<file path="src/rtl/mem_bus_pkg.sv">
// Types and constants shared by the SRAM port arbiter and its winner-select logic.
package mem_bus_pkg;

    localparam int MID_WIDTH = 1;

    typedef logic [MID_WIDTH-1:0] mid_t;

    typedef enum logic [1:0] {
        ST_IDLE   = 2'd0,
        ST_ACCESS = 2'd1,
        ST_RESP   = 2'd2
    } state_t;

    // With only two masters, the other master is the bitwise complement of the id.
    function automatic mid_t other_master(input mid_t id);
        return ~id;
    endfunction

endpackage

</file>
<file path="src/rtl/rr_arbiter2.sv">
// Combinational two-way winner selection.
// Supports round-robin (based on the last grant) or fixed priority favouring master 0.
module rr_arbiter2
    import mem_bus_pkg::*;
#(
    parameter int FIXED_PRIO = 0
) (
    input  logic [1:0] req,
    input  mid_t       last_grant,
    output logic       any_req,
    output mid_t       winner
);

    always_comb begin
        any_req = |req;
        winner  = '0;
        unique case (req)
            2'b01:   winner = 1'b0;
            2'b10:   winner = 1'b1;
            2'b11:   winner = (FIXED_PRIO != 0) ? mid_t'(1'b0) : other_master(last_grant);
            default: winner = '0;
        endcase
    end

endmodule

</file>
<file path="src/rtl/mem_port_arbiter.sv">
// Shares one single-port SRAM between two valid/ready masters.
// Each access is IDLE -> ACCESS -> RESP, which covers the SRAM's one-cycle read latency.
module mem_port_arbiter
    import mem_bus_pkg::*;
#(
    parameter int ADDR_WIDTH = 22,
    parameter int DATA_WIDTH = 32,
    parameter int FIXED_PRIO = 0
) (
    input  logic                  clk,
    input  logic                  resetn,

    input  logic                  m0_valid,
    output logic                  m0_ready,
    input  logic [ADDR_WIDTH-1:0] m0_addr,
    input  logic [DATA_WIDTH-1:0] m0_wdata,
    input  logic [3:0]            m0_wstrb,
    output logic [DATA_WIDTH-1:0] m0_rdata,

    input  logic                  m1_valid,
    output logic                  m1_ready,
    input  logic [ADDR_WIDTH-1:0] m1_addr,
    input  logic [DATA_WIDTH-1:0] m1_wdata,
    input  logic [3:0]            m1_wstrb,
    output logic [DATA_WIDTH-1:0] m1_rdata,

    output logic [3:0]            mem_wen,
    output logic [ADDR_WIDTH-1:0] mem_addr,
    output logic [DATA_WIDTH-1:0] mem_wdata,
    input  logic [DATA_WIDTH-1:0] mem_rdata,

    output logic                  grant_id,
    output logic                  busy
);

    state_t state, state_next;

    mid_t grant_q;
    mid_t last_grant;
    mid_t winner;
    logic any_req;

    logic [ADDR_WIDTH-1:0] addr_q;
    logic [DATA_WIDTH-1:0] wdata_q;
    logic [3:0]            wstrb_q;

    rr_arbiter2 #(
        .FIXED_PRIO (FIXED_PRIO)
    ) u_arb (
        .req        ({m1_valid, m0_valid}),
        .last_grant (last_grant),
        .any_req    (any_req),
        .winner     (winner)
    );

    always_ff @(posedge clk or negedge resetn) begin
        if (!resetn) begin
            state <= ST_IDLE;
        end else begin
            state <= state_next;
        end
    end

    // The request is captured only when leaving IDLE.
    // Later changes on the master's inputs therefore cannot disturb an access in flight.
    always_ff @(posedge clk or negedge resetn) begin
        if (!resetn) begin
            addr_q  <= '0;
            wdata_q <= '0;
            wstrb_q <= '0;
            grant_q <= '0;
        end else if (state == ST_IDLE && any_req) begin
            addr_q  <= winner[0] ? m1_addr  : m0_addr;
            wdata_q <= winner[0] ? m1_wdata : m0_wdata;
            wstrb_q <= winner[0] ? m1_wstrb : m0_wstrb;
            grant_q <= winner;
        end
    end

    // Starts at 1 so that master 0 wins the first tie after reset.
    always_ff @(posedge clk or negedge resetn) begin
        if (!resetn) begin
            last_grant <= 1'b1;
        end else if (state == ST_RESP) begin
            last_grant <= grant_q;
        end
    end

    always_comb begin
        state_next = state;
        mem_addr   = addr_q;
        mem_wdata  = wdata_q;
        mem_wen    = '0;
        m0_ready   = 1'b0;
        m1_ready   = 1'b0;
        m0_rdata   = '0;
        m1_rdata   = '0;
        grant_id   = grant_q[0];
        busy       = (state != ST_IDLE);

        unique case (state)
            ST_IDLE: begin
                if (any_req) state_next = ST_ACCESS;
            end
            ST_ACCESS: begin
                mem_wen    = wstrb_q;
                state_next = ST_RESP;
            end
            ST_RESP: begin
                if (grant_q[0]) begin
                    m1_ready = 1'b1;
                    m1_rdata = mem_rdata;
                end else begin
                    m0_ready = 1'b1;
                    m0_rdata = mem_rdata;
                end
                state_next = ST_IDLE;
            end
            default: state_next = ST_IDLE;
        endcase
    end

endmodule

</file>
<file path="config.mk">
export PLATFORM = sky130hd
export DESIGN_NAME = mem_port_arbiter
export DESIGN_NICKNAME = d
export VERILOG_FILES = /design/src/rtl/mem_bus_pkg.sv /design/src/rtl/rr_arbiter2.sv /design/src/rtl/mem_port_arbiter.sv
export SDC_FILE = /design/constraint.sdc
export NUM_CORES = 1
export LEC_CHECK = 0
export ABC_AREA = 1
export BUFFER_PORTS_ARGS = -buffer_cell sky130_fd_sc_hd__buf_2
export CAP_MARGIN = 5
export CORE_AREA = 2 2 106 108
export DETAILED_ROUTE_END_ITERATION = 10
export DIE_AREA = 0 0 108 110
export GPL_TIMING_DRIVEN = 0
export HOLD_SLACK_MARGIN = 0.06
export PLACE_DENSITY = 0.69
export SLEW_MARGIN = 40
export SYNTH_ARGS = -nofsm -noshare
export SYNTH_HDL_FRONTEND = slang
export SYNTH_HIERARCHICAL = 1
export SYNTH_SLANG_ARGS = --single-unit
</file>
<file path="constraint.sdc">
create_clock -name clk -period 1.9 [get_ports clk]
set_clock_uncertainty 0.15 [all_clocks]
set_input_delay 0.38 -clock clk [delete_from_list [all_inputs] [get_ports clk]]
set_output_delay 0.38 -clock clk [all_outputs]
set_load 0.03 [all_outputs]
</file>
==> flow_summary.json <==
{
  "run_status": "finished with violations",
  "failing_checks": "negative setup slack",
  "pre_cts_slack_ps": 8.08,
  "globalplace.congestion": 0.763,
  "hpwlAfterDp_mm": 9.77,
  "top_area_cells_in_the_synthesized_netlist": "dfrtp_1 43%, nand2_1 38%, nor2_1 7.6%, inv_1 4.7%, buf_2 3.0%",
  "grt_first_pass_wirelength_mm": 19.2,
  "num_io_pins": 278,
  "timing.critical_path.cells": "nor2_4 > nand2_4 > buf_4 > nor2_1 > buf_4",
  "synth_nets": 721,
  "row_count": 38,
  "min-delay-path-class": "primary input to flip-flop",
  "power_frac_clock": 0.133,
  "setup_viol": 62,
  "post_drt_wl_per_cell_um": 12.7,
  "max_slew.worst_pin.slew_ps": 479,
  "yosysUniqueCellTypes": 15,
  "leading_cell_type_in_the_layout_fill_and_taps_excluded": "nand2_1",
  "slowest_delay_ps": 420,
  "ys_ff_latch": 62,
  "setup_total_negative_slack_ps": -6700,
  "p_switching_mw": 4.31,
  "cts_root_buf": "clkbuf_8",
  "detail_route.vias_per_cell": 4.31,
  "rrSetupSlack_ps": 220,
  "synthesis.area_mm2": 0.00354,
  "final_net_count": 1017,
  "arrival_ps": 1540,
  "synth_enable_flop_cells": 0,
  "clock_sinks": 62,
  "grt_antenna_before_repair": 1,
  "cts.clk_slew.worst_paths_ps": 70,
  "initial_utilization": 0.331,
  "cts_max_level": 3,
  "final-hold-violation-count": 0,
  "power_leakage_nw": 3.73,
  "drt_drc_violations_left": 0,
  "synth_largest_area_cell": "dfrtp_1",
  "synth_ff_type": "dfrtp_1",
  "clock_insertion_delay_worst_skew_ps": 340,
  "final_util": 0.540,
  "first_pass_iters": 6,
  "cp.required_ps": 1370,
  "postRouteAntennaNets": 0,
  "die_h_um": 110,
  "number_of_warnings_issued_by_yosys": 6,
  "finalWirelength_mm": 12.8,
  "grt_use_total": 0.207,
  "tritoncts_clock_tree": "done",
  "comb_power_share": 0.598,
  "post_synthesis_instance_total": 569,
  "grt_setup_unrepaired": "yes",
  "critical_path.startpoint_type": "flip-flop",
  "die_footprint_mm2": 0.0119,
  "cts_made_buffers": 9,
  "netSwitchingFraction": 0.507,
  "fmax_mhz": 484,
  "seqPwrFrac": 0.269,
  "number_of_global_route_vias_before_repair": 4090,
  "drt_iter0_markers": 180,
  "timing.setup.critical_path_class": "flip-flop to primary output",
  "clock_tree.buffer_depth": 2,
  "final-max-slew-violation-count": 0,
  "share_of_the_synthesized_area_in_the_top_cell_type": 0.431,
  "route.vias.total": 4346,
  "p_per_area_mw_per_mm2": 1470,
  "stdcell_area_mm2": 0.00578,
  "final_layout_size_suffix_gt1_frac": 0.412,
  "floorplan.die.width_um": 108,
  "end_kind": "primary output",
  "leading_cell_types_in_the_layout_fill_and_taps_excluded": "351 x nand2_1, 221 x buf_2, 61 x dfrtp_1",
  "min_period_over_period": 1.09,
  "crit_path_top_delay_cell": "dfrtp_1",
  "pin_count_of_the_biggest_net_entering_global_routing": 42,
  "layout_setup_ws_ps": -166,
  "slew_headroom": 0.681,
  "port_buffers": 277,
  "final_period_minus_worst_setup_slack_ps": 2070,
  "seq_area_frac_synth": 0.438,
  "area_delta_synth_final_pct": 63.1,
  "post_synthesis_average_cell_area_um2": 6.23,
  "placed_cell_area_mm2": 0.00513,
  "critPathMaxFanout": 7,
  "grt.overflow.total": 0,
  "worst_case_hold_slack_ps": 169,
  "irDropWorstVdd_v": 0.000626,
  "ys_async_rst_share": 1.00,
  "crit_top_cell": "buf_4",
  "design.core.area_mm2": 0.0107,
  "power_report.internal_total_mw": 4.20,
  "max-cap-violations": 0
}
## sequential cells by signal, indices dropped and copies added, names as in the netlist
signal and count:
grant_id 1, last_grant 1, mem_addr 22, mem_wdata 32, state 2, wstrb_q 4
## repair_timing
| action | CTS | global route |
|---|---|---|
| hold endpoints to repair | 20 | 0 |
| setup endpoints to repair | 67 | 70 |
| hold buffers | 1 | 0 |
| gates resized for setup | 116 | 31 |
| setup buffers | 4 | 1 |
| pin swaps | 4 | 4 |
| cloned | 1 | 0 |
## through the flow
stage,instances,power [mW]
after floorplan,569,5.49
after global placement,986,6.96
after detailed placement,987,7.01
after CTS,1007,8.52
after global routing,1009,9.17
final,1009,8.52
## cell usage after synthesis, types with 2 or more instances
cell      number
clkbuf_1       2
nand2_1      354
buf_2         21
buf_4          4
buf_6          4
inv_1         44
nor2_1        72
dfrtp_1       61
## cells by family after synthesis
group                  after synthesis  synth area share
AO/OA/AOI/OAI                        1           0.00141
AND/OR/NAND/NOR                    430             0.460
flip-flops                          62             0.438
buffers and inverters               76             0.101
## critical path: cells and delay by family (launching register included)
kind | cells | cell delay (ps)
buf+inv | 2 | 360
simple gates | 3 | 410
flops | 1 | 420
## power groups by stage
| stage | Clock (mW) | Combinational (mW) | Sequential [mW] |
|---|---|---|---|
| after detailed placement | 0 | 4.74 | 2.28 |
| final | 1.14 | 5.09 | 2.29 |
| after floorplan | 0 | 2.11 | 3.38 |
| after global placement | 0 | 4.68 | 2.28 |
| after global routing | 1.23 | 5.56 | 2.38 |
| after CTS | 1.17 | 5.06 | 2.29 |
## layer usage
metal | wire length [um] | global-route usage
met4 | 329 | 0.0769
met3 | 1040 | 0.0511
met1 | 4880 | 0.229
met5 | 0 | 0
met2 | 6550 | 0.385
## path summary, 6_finish.rpt
path | startpoint | endpoint | cells past startpoint
setup / recovery | state[0] | m1_rdata[11] | 5
hold / removal | m0_wdata[29] | mem_wdata[29] | 5
setup reg to reg | last_grant | mem_addr[3] | 7
hold reg to reg | mem_wdata[4] | mem_wdata[4] | 2
max in group asynchronous | resetn | mem_wdata[13] | 3
min in group asynchronous | resetn | mem_addr[15] | 2
## area by class of cell
cell class              count  area, um^2
plain buffers              31         225
clock inverters             4        48.8
flip-flops and latches     62        1550
fillers                  1097        4920
inverters                  45         169
clock buffers              10         138
diodes                      1        2.50
multi-input cells         431        1740
well taps                 140         175
repair buffers            285        1730
(Power assumes the default switching activity.)
